**config.mk**
```make
export PLATFORM = sky130hd
export DESIGN_NAME = mem_req_arbiter
export DESIGN_NICKNAME = d
export VERILOG_FILES = /design/src/rtl/mem_arb_pkg.sv /design/src/rtl/mem_req_arbiter_rr_picker.sv /design/src/rtl/mem_req_arbiter.sv
export SDC_FILE = /design/constraint.sdc
export NUM_CORES = 1
export LEC_CHECK = 0
export CAP_MARGIN = 20
export CELL_PAD_IN_SITES_DETAIL_PLACEMENT = 1
export CELL_PAD_IN_SITES_GLOBAL_PLACEMENT = 2
export CORE_UTILIZATION = 28
export CTS_CLUSTER_DIAMETER = 150
export DETAILED_ROUTE_END_ITERATION = 6
export PLACE_DENSITY_LB_ADDON = 0.1
export SYNTH_ARGS = -nofsm -noshare
export SYNTH_HDL_FRONTEND = slang
export SYNTH_SLANG_ARGS = --single-unit
```
**constraint.sdc**
```tcl
create_clock -name clk -period 6.17 [get_ports clk]
set_clock_uncertainty 0.2 [all_clocks]
set_input_delay 1.234 -clock clk [delete_from_list [all_inputs] [get_ports clk]]
set_output_delay 1.234 -clock clk [all_outputs]
set_load 0.02 [all_outputs]
```
**src/rtl/mem_arb_pkg.sv**
```systemverilog
// Shared types and command encodings for the memory request arbiter.
package mem_arb_pkg;

    typedef enum logic [1:0] {
        IDLE  = 2'd0,
        ISSUE = 2'd1,
        WAIT  = 2'd2
    } state_t;

    localparam logic [1:0] CMD_NONE  = 2'b00;
    localparam logic [1:0] CMD_READ  = 2'b01;
    localparam logic [1:0] CMD_WRITE = 2'b10;

    function automatic logic [1:0] cmd_for(input logic we);
        return we ? CMD_WRITE : CMD_READ;
    endfunction

endpackage

```
**src/rtl/mem_req_arbiter_rr_picker.sv**
```systemverilog
// Combinational round-robin picker: lowest request strictly above `last`,
// otherwise lowest request overall (wrap-around).
module rr_picker #(
    parameter int NUM_CH = 4,
    parameter int IDX_W  = $clog2(NUM_CH)
) (
    input  logic [NUM_CH-1:0] req,
    input  logic [IDX_W-1:0]  last,
    output logic              any,
    output logic [IDX_W-1:0]  grant
);

    logic [NUM_CH-1:0] masked;

    always_comb begin
        masked = '0;
        any    = |req;
        grant  = '0;
        for (int i = 0; i < NUM_CH; i++) begin
            masked[i] = req[i] && (IDX_W'(i) > last);
        end
        // Scan downward so the lowest qualifying index is the one left standing.
        for (int i = NUM_CH - 1; i >= 0; i--) begin
            if (|masked) begin
                if (masked[i]) grant = IDX_W'(i);
            end else if (req[i]) begin
                grant = IDX_W'(i);
            end
        end
    end

endmodule

```
**src/rtl/mem_req_arbiter.sv**
```systemverilog
// N-channel round-robin front end for the memory controller: one transaction
// in flight, completion routed back to the granted channel, watchdog error return.
module mem_req_arbiter
    import mem_arb_pkg::*;
#(
    parameter int NUM_CH      = 4,
    parameter int ADDR_W      = 25,
    parameter int DATA_W      = 16,
    parameter int TIMEOUT_CYC = 1024
) (
    input  logic                     clk,
    input  logic                     rst,
    input  logic [NUM_CH-1:0]        ch_req,
    input  logic [NUM_CH-1:0]        ch_we,
    input  logic [NUM_CH*ADDR_W-1:0] ch_addr,
    input  logic [NUM_CH*DATA_W-1:0] ch_wdata,
    output logic [NUM_CH-1:0]        ch_ack,
    output logic [NUM_CH-1:0]        ch_done,
    output logic [NUM_CH-1:0]        ch_err,
    output logic [DATA_W-1:0]        rd_data,
    output logic                     busy,
    output logic [1:0]               mc_cmd,
    output logic [ADDR_W-1:0]        mc_addr,
    output logic [DATA_W-1:0]        mc_wdata,
    output logic                     mc_ready,
    input  logic                     mc_valid,
    input  logic [DATA_W-1:0]        mc_rdata
);

    localparam int IDX_W = $clog2(NUM_CH);
    localparam int CNT_W = $clog2(TIMEOUT_CYC);

    function automatic logic [NUM_CH-1:0] onehot(input logic [IDX_W-1:0] idx);
        logic [NUM_CH-1:0] v;
        v      = '0;
        v[idx] = 1'b1;
        return v;
    endfunction

    state_t              state_q;
    logic [IDX_W-1:0]    last_q, gnt_q;
    logic [CNT_W-1:0]    cnt_q;
    logic [NUM_CH-1:0]   ack_q, done_q, err_q;
    logic [DATA_W-1:0]   rd_data_q;
    logic                busy_q, mc_ready_q;
    logic [1:0]          cmd_q;
    logic [ADDR_W-1:0]   mc_addr_q, addr_q;
    logic [DATA_W-1:0]   mc_wdata_q, wdata_q;
    logic                we_q;
    logic                pick_any;
    logic [IDX_W-1:0]    pick_idx;

    rr_picker #(.NUM_CH(NUM_CH), .IDX_W(IDX_W)) u_picker (
        .req   (ch_req),
        .last  (last_q),
        .any   (pick_any),
        .grant (pick_idx)
    );

    // Request fields are pure data: captured at grant, no reset needed.
    always_ff @(posedge clk) begin
        if (state_q == IDLE && pick_any) begin
            we_q    <= ch_we[pick_idx];
            addr_q  <= ch_addr[pick_idx*ADDR_W +: ADDR_W];
            wdata_q <= ch_wdata[pick_idx*DATA_W +: DATA_W];
        end
    end

    always_ff @(posedge clk or posedge rst) begin
        if (rst) begin
            state_q    <= IDLE;
            last_q     <= IDX_W'(NUM_CH - 1);
            gnt_q      <= '0;
            cnt_q      <= '0;
            ack_q      <= '0;
            done_q     <= '0;
            err_q      <= '0;
            rd_data_q  <= '0;
            busy_q     <= 1'b0;
            mc_ready_q <= 1'b0;
            cmd_q      <= CMD_NONE;
            mc_addr_q  <= '0;
            mc_wdata_q <= '0;
        end else begin
            ack_q      <= '0;
            done_q     <= '0;
            err_q      <= '0;
            mc_ready_q <= 1'b0;
            case (state_q)
                IDLE: begin
                    cmd_q <= CMD_NONE;
                    if (pick_any) begin
                        ack_q   <= onehot(pick_idx);
                        last_q  <= pick_idx;
                        gnt_q   <= pick_idx;
                        busy_q  <= 1'b1;
                        state_q <= ISSUE;
                    end
                end
                ISSUE: begin
                    cmd_q      <= cmd_for(we_q);
                    mc_addr_q  <= addr_q;
                    mc_wdata_q <= wdata_q;
                    mc_ready_q <= 1'b1;
                    cnt_q      <= '0;
                    state_q    <= WAIT;
                end
                WAIT: begin
                    // A completion arriving on the last watchdog cycle still counts as success.
                    if (mc_valid) begin
                        done_q  <= onehot(gnt_q);
                        if (!we_q) rd_data_q <= mc_rdata;
                        cnt_q   <= '0;
                        cmd_q   <= CMD_NONE;
                        busy_q  <= 1'b0;
                        state_q <= IDLE;
                    end else if (cnt_q == CNT_W'(TIMEOUT_CYC - 1)) begin
                        done_q  <= onehot(gnt_q);
                        err_q   <= onehot(gnt_q);
                        cnt_q   <= '0;
                        cmd_q   <= CMD_NONE;
                        busy_q  <= 1'b0;
                        state_q <= IDLE;
                    end else begin
                        cnt_q <= cnt_q + 1'b1;
                    end
                end
                default: begin
                    cmd_q   <= CMD_NONE;
                    busy_q  <= 1'b0;
                    state_q <= IDLE;
                end
            endcase
        end
    end

    assign ch_ack   = ack_q;
    assign ch_done  = done_q;
    assign ch_err   = err_q;
    assign rd_data  = rd_data_q;
    assign busy     = busy_q;
    assign mc_cmd   = cmd_q;
    assign mc_addr  = mc_addr_q;
    assign mc_wdata = mc_wdata_q;
    assign mc_ready = mc_ready_q;

endmodule
```
==> run summary <==
* **commonest cells in the synthesized netlist** 87 x sky130_fd_sc_hd__dfrtp_1, 59 x sky130_fd_sc_hd__mux2_2, 42 x sky130_fd_sc_hd__a22o_1, 42 x sky130_fd_sc_hd__edfxtp_1, 40 x sky130_fd_sc_hd__a221o_1
* **xor and xnor area share after synthesis** 0.00604
* **NumNets Final** 876
* **area overhead of the layout relative to synthesis** 58.9%
* **routability-driven placement congestion ratio** 0.812
* **total of hold buffers inserted after clock tree synthesis** 0
* **Fillers** 2134
* **total power** 4.34 mW
* **Critical Path Sink Type** flip-flop
* **most area-hungry cell type in the Yosys netlist** sky130_fd_sc_hd__dfrtp_1
* **Initial Util** 0.286
* **EDFF count, synth** 42
* **half-perimeter wire length after detailed placement** 13800 µm
* **area after detailed placement** 8660 µm²
* **synthesized-area fraction occupied by adder cells** 0.00863
* **routed via count divided by cell count** 4.78
* **most area-consuming cells after synthesis** sky130_fd_sc_hd__dfrtp_1 38%, sky130_fd_sc_hd__edfxtp_1 22%, sky130_fd_sc_hd__mux2_2 11%
* **most numerous cell in the Yosys netlist** sky130_fd_sc_hd__dfrtp_1
* **root cell of the clock tree** sky130_fd_sc_hd__clkbuf_16
* **Clock Path Buffers** 2
* **post-CTS resize count** 0
* **final sum of negative setup slack** 0 ns
* **fraction of post-synthesis cell area in the top cell type by area** 0.375
* **post-detailed-route wirelength per cell** 19.0 µm
* **Hold Worst Slack** 0.262 ns
* **total of max-cap violations** 0
* **number of levels in the clock H-tree** 4
* **result of the run** finished clean
* **CTS tree** yes
* **Cells after Synth** 421
* **ratio of final minimum period to clock period** 0.577
* **number of antenna violations at the first check in global routing** 0
* **Yosys warning total** 0
* **number of hold violations in the final report** 0
* **type of origin of the critical path** input pin
* **all-layer global routing usage** 0.178
* **height of the die** 146 µm
* **achievable clock frequency** 0.281 GHz
* **Syn Nets** 616
* **total standard cell area after synthesis** 5800 µm²
* **number of I/O port buffers** 263
* **time the worst path needs with I/O delays and setup** 3.56 ns
* **number of buffers added by the clock tree synthesis step** 17
* **latest clock arrival within the worst-skew pair** 0.41 ns
* **clk slew on worst S/H paths** 0.06 ns
* **count of inserted antenna diode cells** 0
* **fraction of final layout cells sized beyond drive strength 1** 0.154
* **area fraction in compound gates after synthesis** 0.171
* **startpoint-to-endpoint class of the critical path** input pin to flip-flop
* **max-slew violation total from the final report** 0
* **Worst Hold Path Cells** 2
* **final instance area** 9220 µm²
* **number of flip-flops and latches in the synthesized netlist** 131
* **number of global-route vias before repair** 5158
* **Data arrival, critical path** 3.64 ns
* **synthesized area per cell** 13.8 µm²
* **pre-CTS setup slack** 2.13 ns
* **worst path setup slack after routing** 2.61 ns
* **slew of the pin with the lowest slew margin** 0.979 ns
* **Hold WC Path Type** flip-flop to flip-flop
* **number of vias after detailed routing** 4604
* **RSZ-0062 raised after global routing** false
* **Async S/R FF share, synth** 0.679
* **top_reg_cell synth** sky130_fd_sc_hd__dfrtp_1
* **number of endpoints failing setup at the final stage** 0
* **highest ir drop seen on vdd** 0.175 mV
* **First DRT Iteration DRCs** 175
* **pin count of the biggest net entering global routing** 55
* **count of antenna-violating nets left after detailed routing** 0
* **DRC violation count after routing** 0
* **register area share after synthesis** 0.602
* **leakage power figure** 3.63 nW
* **number of distinct standard cells referenced by the synthesized netlist** 43
* **Simple-Gate Fraction of Synth Area** 0.0617
* **Req. time, crit path** 6.25 ns
* **maximum fanout encountered on the critical timing path** 25
* **power per standard cell area** 471 nW/µm²
* **worst reg-to-reg path cell count** 6
* **headroom to the max-slew limit** 0.347
* **DIE AREA** 21300 µm²
* **I/O pin count** 264
* **total congestion overflow** 0
* **WL final** 18300 µm
* **cell row count** 52
* **Placeable Area** 20300 µm²
* **number of setup buffers added after CTS** 0
* **wire length of the first global-routing pass** 28500 µm
* **total clock sinks** 131
* **floorplan die width** 146 µm
* **number of detailed-routing iterations run before antenna repair** 4
* **share of cell area taken by muxes after synthesis** 0.115
* **largest family of logic cells by synthesized area** compound AO/OA/AOI/OAI gates
## area by class of cell
| cell class | instances | area [µm²] | area share |
|---|---|---|---|
| repair buffers | 269 | 2680 | 0.290 |
| flip-flops and latches | 131 | 3490 | 0.379 |
| well taps | 270 | 338 | 0.0366 |
| multi-input cells | 253 | 2120 | 0.230 |
| inverters | 9 | 36.3 | 0.00394 |
| clock inverters | 5 | 52.6 | 0.00570 |
| clock buffers | 27 | 503 | 0.0546 |
## logic make-up (layout without fill, tap and decap cells)
family          Yosys count  after routing
fa+ha+maj                 4              4
compound gates          115            115
simple gates             71             71
flops                   131            131
mux                      59             59
xor+xnor                  4              4
buf+inv                  37            310
## sequential cells by signal, indices dropped and copies added (netlist names), 10 cells and up
name,cells
wdata_q,16
mc_addr,25
addr_q,25
cnt_q,10
rd_data,16
mc_wdata,16
## power breakdown
group	leakage, nW	switching, mW	total (mW)	internal [mW]
Clock	0.271	0.357	0.952	0.595
Sequential	1.52	0.179	1.54	1.36
Combinational	1.84	0.921	1.85	0.932
Total	3.63	1.46	4.34	2.88
## per-layer routing
metal	GRT usage	share of wire	vias to the layer above
li1	-	-	2152
met1	0.189	0.38	2235
met2	0.310	0.51	188
met3	0.0699	0.083	29
met4	0.0826	0.027	0
met5	0	0	-
## through the flow
step | util | std cells
after floorplan | - | 421
after global placement | 0.427 | 932
after detailed placement | 0.427 | 932
after CTS | 0.454 | 964
after global routing | 0.454 | 964
final | 0.454 | 964
## critical path, cell delays in order
cell and delay (ns):
sky130_fd_sc_hd__clkdlybuf4s50_1 0.62, sky130_fd_sc_hd__nor2_1 0.22, sky130_fd_sc_hd__nor2_1 0.11, sky130_fd_sc_hd__nor3_4 0.68
sky130_fd_sc_hd__buf_4 0.42, sky130_fd_sc_hd__a22o_1 0.21, sky130_fd_sc_hd__a221o_1 0.12
## final timing paths
check	slack [ns]	startpoint	endpoint
min in group asynchronous	1.06	rst	rd_data[4]$_DFFE_PP0P_
setup / recovery	2.61	ch_req[1]	wdata_q[10]$_DFFE_PP_
hold reg to reg	0.26	mc_cmd[1]$_DFFE_PP0P_	mc_cmd[1]$_DFFE_PP0P_
hold / removal	0.26	mc_cmd[1]$_DFFE_PP0P_	mc_cmd[1]$_DFFE_PP0P_
max in group asynchronous	3.69	rst	ch_ack[0]$_DFF_PP0_
setup reg to reg	3.69	last_q[0]$_DFFE_PP1P_	wdata_q[10]$_DFFE_PP_
## cells in the final DEF (no fill, tap or decap), types with 6 or more instances in the layout
| cell | n |
|---|---|
| sky130_fd_sc_hd__a21oi_1 | 10 |
| sky130_fd_sc_hd__clkdlybuf4s50_1 | 263 |
| sky130_fd_sc_hd__nand2_1 | 20 |
| sky130_fd_sc_hd__dfrtp_1 | 87 |
| sky130_fd_sc_hd__a221o_1 | 40 |
| sky130_fd_sc_hd__o21ai_0 | 10 |
| sky130_fd_sc_hd__clkbuf_16 | 17 |
| sky130_fd_sc_hd__nand3_1 | 8 |
| sky130_fd_sc_hd__nor2_1 | 19 |
| sky130_fd_sc_hd__clkbuf_1 | 6 |
| sky130_fd_sc_hd__a22o_1 | 42 |
| sky130_fd_sc_hd__inv_1 | 6 |
| sky130_fd_sc_hd__buf_4 | 6 |
| sky130_fd_sc_hd__mux2_2 | 59 |
| sky130_fd_sc_hd__edfxtp_1 | 42 |
No activity file was read; power rests on OpenSTA's default activity.
